## config.mk

```make
export PLATFORM = sky130hd
export DESIGN_NAME = demux_n_collector_flat
export DESIGN_NICKNAME = d
export VERILOG_FILES = /design/src/rtl/demux_n_collector_pkg.sv /design/src/rtl/demux_n_collector_if.sv /design/src/rtl/demux_n_collector_decoder.sv /design/src/rtl/demux_n_collector.sv /design/src/flat_wrapper.sv
export SDC_FILE = /design/constraint.sdc
export NUM_CORES = 1
export LEC_CHECK = 0
export CAP_MARGIN = 10
export CORE_MARGIN = 2
export CORE_UTILIZATION = 40
export DETAILED_ROUTE_END_ITERATION = 10
export GPL_ROUTABILITY_DRIVEN = 1
export PLACE_DENSITY = 0.66
export SYNTH_ARGS = -nofsm -noshare
export SYNTH_HDL_FRONTEND = slang
export SYNTH_SLANG_ARGS = --single-unit
```

## constraint.sdc

```tcl
create_clock -name clk -period 2.58 [get_ports clk]
set_clock_uncertainty 0.2 [all_clocks]
set_input_delay 0.258 -clock clk [delete_from_list [all_inputs] [get_ports clk]]
set_output_delay 0.258 -clock clk [all_outputs]
set_load 0.01 [all_outputs]
```

## src/rtl/demux_n_collector_pkg.sv

```systemverilog
// Shared types and defaults for the 1:N bit-slot demux collector.
package demux_pkg;

  typedef enum logic {S_COLLECT, S_HOLD} collector_state_t;

  localparam int N_DEFAULT     = 5;
  localparam int SEL_W_DEFAULT = $clog2(N_DEFAULT);

endpackage

```

## src/rtl/demux_n_collector_if.sv

```systemverilog
// Beat-in / frame-out handshake bundle for the demux collector.
interface demux_n_collector_if
  import demux_pkg::*;
#(
  parameter int N     = N_DEFAULT,
  parameter int SEL_W = $clog2(N)
);

  logic             in_valid;
  logic             in_ready;
  logic [SEL_W-1:0] in_sel;
  logic             in_bit;
  logic             out_valid;
  logic             out_ready;
  logic [N-1:0]     out_frame;
  logic             sel_err;
  logic             dup_warn;

  // Source of beats and consumer of frames.
  modport master (
    output in_valid, in_sel, in_bit, out_ready,
    input  in_ready, out_valid, out_frame, sel_err, dup_warn
  );

  // The collector itself.
  modport slave (
    input  in_valid, in_sel, in_bit, out_ready,
    output in_ready, out_valid, out_frame, sel_err, dup_warn
  );

endinterface

```

## src/rtl/demux_n_collector_decoder.sv

```systemverilog
// Select-to-one-hot decoder; codes at or above N decode to all-zero and raise out_of_range.
module decoder_n
  import demux_pkg::*;
#(
  parameter int N     = N_DEFAULT,
  parameter int SEL_W = $clog2(N)
) (
  input  logic [SEL_W-1:0] sel,
  output logic [N-1:0]     onehot,
  output logic             out_of_range
);

  always_comb begin
    for (int i = 0; i < N; i++) begin
      onehot[i] = (sel == SEL_W'(i));
    end
  end

  // An in-range code always lights exactly one bit, so no bit means sel >= N.
  assign out_of_range = ~|onehot;

endmodule

```

## src/rtl/demux_n_collector.sv

```systemverilog
// Routes addressed single-bit beats into an N-bit frame and presents the frame
// on a valid/ready port once every slot has been written.
module demux_n_collector
  import demux_pkg::*;
#(
  parameter int N     = N_DEFAULT,
  parameter int SEL_W = $clog2(N)
) (
  input  logic                clk,
  input  logic                rst,
  demux_n_collector_if.slave  bus
);

  collector_state_t state_q, state_d;
  logic [N-1:0]     frame_q, frame_d;
  logic [N-1:0]     mask_q,  mask_d;
  logic             sel_err_q, sel_err_d;
  logic             dup_warn_q, dup_warn_d;

  logic [N-1:0]     onehot;
  logic             out_of_range;
  logic             accept;

  decoder_n #(.N(N), .SEL_W(SEL_W)) u_decoder (
    .sel          (bus.in_sel),
    .onehot       (onehot),
    .out_of_range (out_of_range)
  );

  assign accept = bus.in_valid && (state_q == S_COLLECT);

  always_comb begin
    // NOTE: every output gets a default first so no path leaves it unassigned (no latch).
    state_d    = state_q;
    frame_d    = frame_q;
    mask_d     = mask_q;
    sel_err_d  = 1'b0;
    dup_warn_d = 1'b0;

    unique case (state_q)
      S_COLLECT: begin
        if (accept) begin
          if (out_of_range) begin
            sel_err_d = 1'b1;
          end else begin
            dup_warn_d = |(mask_q & onehot);
            frame_d    = (frame_q & ~onehot) | (onehot & {N{bus.in_bit}});
            mask_d     = mask_q | onehot;
            if (&mask_d) state_d = S_HOLD;
          end
        end
      end
      S_HOLD: begin
        // Handoff cycle clears the frame; no beat is taken because in_ready is low.
        if (bus.out_ready) begin
          frame_d = '0;
          mask_d  = '0;
          state_d = S_COLLECT;
        end
      end
      default: state_d = S_COLLECT;
    endcase
  end

  always_ff @(posedge clk) begin
    // NOTE: registers use non-blocking assignment so all flops update from pre-edge values.
    if (rst) begin
      state_q    <= S_COLLECT;
      frame_q    <= '0;
      mask_q     <= '0;
      sel_err_q  <= 1'b0;
      dup_warn_q <= 1'b0;
    end else begin
      state_q    <= state_d;
      frame_q    <= frame_d;
      mask_q     <= mask_d;
      sel_err_q  <= sel_err_d;
      dup_warn_q <= dup_warn_d;
    end
  end

  assign bus.in_ready  = (state_q == S_COLLECT);
  assign bus.out_valid = (state_q == S_HOLD);
  assign bus.out_frame = (state_q == S_HOLD) ? frame_q : '0;
  assign bus.sel_err   = sel_err_q;
  assign bus.dup_warn  = dup_warn_q;

endmodule
```

## src/flat_wrapper.sv

```systemverilog
// flat-port wrapper written by rule: the top's interface ports become plain ports
module demux_n_collector_flat import demux_pkg::*;
#(
  parameter int N     = N_DEFAULT,
  parameter int SEL_W = $clog2(N)
)
  (clk, rst, bus_in_valid, bus_in_sel, bus_in_bit, bus_out_ready, bus_in_ready, bus_out_valid, bus_out_frame, bus_sel_err, bus_dup_warn);
  demux_n_collector_if #(.N(N), .SEL_W(SEL_W)) bus_i ();
  input  logic clk;
  input  logic rst;
  input wire logic [$bits(bus_i.in_valid)-1:0] bus_in_valid;
  input wire logic [$bits(bus_i.in_sel)-1:0] bus_in_sel;
  input wire logic [$bits(bus_i.in_bit)-1:0] bus_in_bit;
  input wire logic [$bits(bus_i.out_ready)-1:0] bus_out_ready;
  output wire logic [$bits(bus_i.in_ready)-1:0] bus_in_ready;
  output wire logic [$bits(bus_i.out_valid)-1:0] bus_out_valid;
  output wire logic [$bits(bus_i.out_frame)-1:0] bus_out_frame;
  output wire logic [$bits(bus_i.sel_err)-1:0] bus_sel_err;
  output wire logic [$bits(bus_i.dup_warn)-1:0] bus_dup_warn;
  assign bus_i.in_valid = bus_in_valid;
  assign bus_i.in_sel = bus_in_sel;
  assign bus_i.in_bit = bus_in_bit;
  assign bus_i.out_ready = bus_out_ready;
  assign bus_in_ready = bus_i.in_ready;
  assign bus_out_valid = bus_i.out_valid;
  assign bus_out_frame = bus_i.out_frame;
  assign bus_sel_err = bus_i.sel_err;
  assign bus_dup_warn = bus_i.dup_warn;
  demux_n_collector #(.N(N), .SEL_W(SEL_W)) u_core (.clk(clk), .rst(rst), .bus(bus_i));
endmodule
```

==> summary.txt <==
Run status
  – Run status: completed

Layout
  – Finished Layout Cells: 121
  – Most frequent cells in the layout: 16 x clkdlybuf4s50_1, 13 x dfxtp_1, 9 x nor2_1
  – Layout Utilization: 51.9%
  – Commonest non-fill, non-tap cell in the layout: clkdlybuf4s50_1
  – Cell area after layout: 896 um2
  – Fin nets: 105
  – Layout cells sized above 1: 12.5%
  – Area Overhead vs Synth: 22.6%
  – Antenna Cells: 0

Routing
  – Vias/cell: 5.32
  – Wire per inst: 13.1 um
  – Routed vias: 644
  – Drt initial violations: 13
  – DR pass1 iterations: 5
  – DRC: 0
  – Final ANT Viol Nets: 0
  – DRT Wirelength: 1590 um

Timing
  – Fmax: 481 MHz
  – Actual slew at the worst max-slew pin: 0.552 ns
  – Hold Violations, Final: 0
  – Final setup fails: 0
  – Period Utilization, post-route: 80.6%
  – Max-slew violation count: 0
  – Total negative setup slack: 0 ns
  – RSZ-0062 raised after global routing: no
  – Minimum clock period: 2.08 ns
  – Slew Limit Headroom: 63.1%

Worst setup path
  – R2R Setup Slk: 0.83 ns
  – Critical path class: reg -> out
  – Startpoint type of the worst setup path: flip-flop
  – Crit path arrival time: 1.62 ns
  – Crit. End Element: primary output
  – Critical Path Fanout Max: 16
  – CP required: 2.12 ns

Synthesis
  – Register bit total from synthesis: 13
  – Ys Warns: 0
  – Most area-consuming cells after synthesis: dfxtp_1 36%, buf_6 6.2%, a21oi_1 5.5%
  – Synth top area share: 35.6%
  – Main combinational cell family by area after synthesis: simple AND/OR/NAND/NOR gates
  – Sequential share of the synthesized area: 35.6%
  – Post-synth cell types: 31
  – Mux cell area share after synthesis: 1.37%
  – Synth Area in Adders: 0%
  – Asr flop ratio synth: 0%
  – Synth Flop Type: dfxtp_1
  – Syn avg cell area: 8.91 um2
  – Xor/xnor share of the synthesized area: 0%
  – Post-synth top area cell: dfxtp_1
  – Simple-Gate Fraction of Synth Area: 34.4%
  – Net Count, Synth: 90
  – Cells after Synth: 82
  – EDFF count, synth: 0
  – Synth Area in Compound Gates: 20.9%
  – Mapped cell area: 731 um2

Die
  – Die area: 2180 um2
  – Total core area: 1730 um2
  – Initial Utilization: 42.3%
  – Site row count: 15
  – Width of the die: 46.7 um
  – Io pins: 17
  – DIE HEIGHT: 46.7 um

Place
  – Placed cells: 117
  – DPL Wire Length: 1110 um
  – DP Area: 870 um2
  – RD Place Congestion: 0.928
  – Buffers on Ports: 16

Pwr
  – LEAKAGE: 0.000288 uW
  – PD cells: 429 nW/um2
  – Total Power: 384 uW
  – Max IR drop VDD: 348 uV

Clock tree
  – CTS root buf: clkbuf_4
  – Clock sinks: 13
  – CTS Buffer Depth: 2
  – H-tree levels: 1
  – Clock latency on the worst-skew pair: 0.28 ns
  – Post-CTS Hold Fix Bufs: 0
  – CTS tree: done
  – # resized after CTS: 0
  – Clock buffers created by TritonCTS: 3
  – Reg clk slew, reported paths: 0.08 ns
  – # Post-CTS Setup Buffers: 0

GRT
  – Initial antenna violation count: 0
  – Global-route wire length before repair: 2500 um
  – Vias in the first global route: 559
  – Tot GR Track Use: 16.4%
  – Largest net degree at the start of global routing: 17
  – GRT overflow: 0

Run
  – Maximum Capacitance Violations: 0

Min path
  – Worst min path class: reg -> reg
[worst max-delay path: stages, from the launching register on]
cell and delay, ns:
dfxtp_1 0.61, and2_1 0.20, clkdlybuf4s50_1 0.54
[per-layer routing]
metal | vias to the layer above | global-route usage, % | part of all wire, %
li1 | 327 | - | -
met1 | 292 | 22.1 | 49
met2 | 21 | 24.2 | 45
met3 | 4 | 6.15 | 4.3
met4 | 0 | 5.56 | 1.7
met5 | - | 0 | 0
[worst paths after layout]
check,startpoint,end,cells past startpoint
setup / recovery,u_core.bus.out_valid,bus_out_frame[0],2
hold reg to reg,u_core.frame_q[3],u_core.frame_q[3],2
hold / removal,u_core.frame_q[3],u_core.frame_q[3],2
setup reg to reg,u_core.bus.out_valid,u_core.bus.out_valid,4
[cells in the mapped netlist (2+ instances only)]
cell type and count:
dfxtp_1 13, nor2_1 9, a21oi_1 8, and2_1 6, nand3_1 5, o21ai_1 5, buf_6 4, a22oi_1 3
a21oi_2 2, clkbuf_1 2, nand2_1 2, nand3b_1 2, nor3_1 2, nor3b_1 2
[area by class of cell]
class | instances | area, um2
clock buffers | 4 | 26.3
inverters | 1 | 3.75
repair buffers | 16 | 160
fillers | 182 | 831
flip-flops and latches | 13 | 260
multi-input cells | 62 | 414
well taps | 25 | 31.3
[cell families after synthesis]
kind of cell	count (synthesis)
DFF	13
muxes	1
buffers and inverters	7
and+or+nand+nor	37
AOI/OAI and AO/OA	24
[power by group]
| group | total [uW] | internal (uW) | switching, uW | leakage, uW |
|---|---|---|---|---|
| registers | 208 | 204 | 3.30 | 0.000105 |
| clock network | 125 | 59.9 | 65.3 | 0.0000150 |
| logic | 50.9 | 22.5 | 28.4 | 0.000168 |
| total | 384 | 287 | 97.1 | 0.000288 |
[metrics by stage]
stage	hold WS (ns)	setup slack [ns]
floorplan	0.134	1.14
global placement	0.267	0.448
detailed placement	0.271	0.398
CTS	0.282	0.504
global route	0.310	0.391
finish	0.283	0.502
[registers in the layout, indices dropped and copies added (netlist names)]
signal                cells
u_core.bus.out_valid      1
u_core.frame_q            5
u_core.bus.sel_err        1
u_core.bus.dup_warn       1
u_core.mask_q             5
Power figures use the tool's default switching activity.
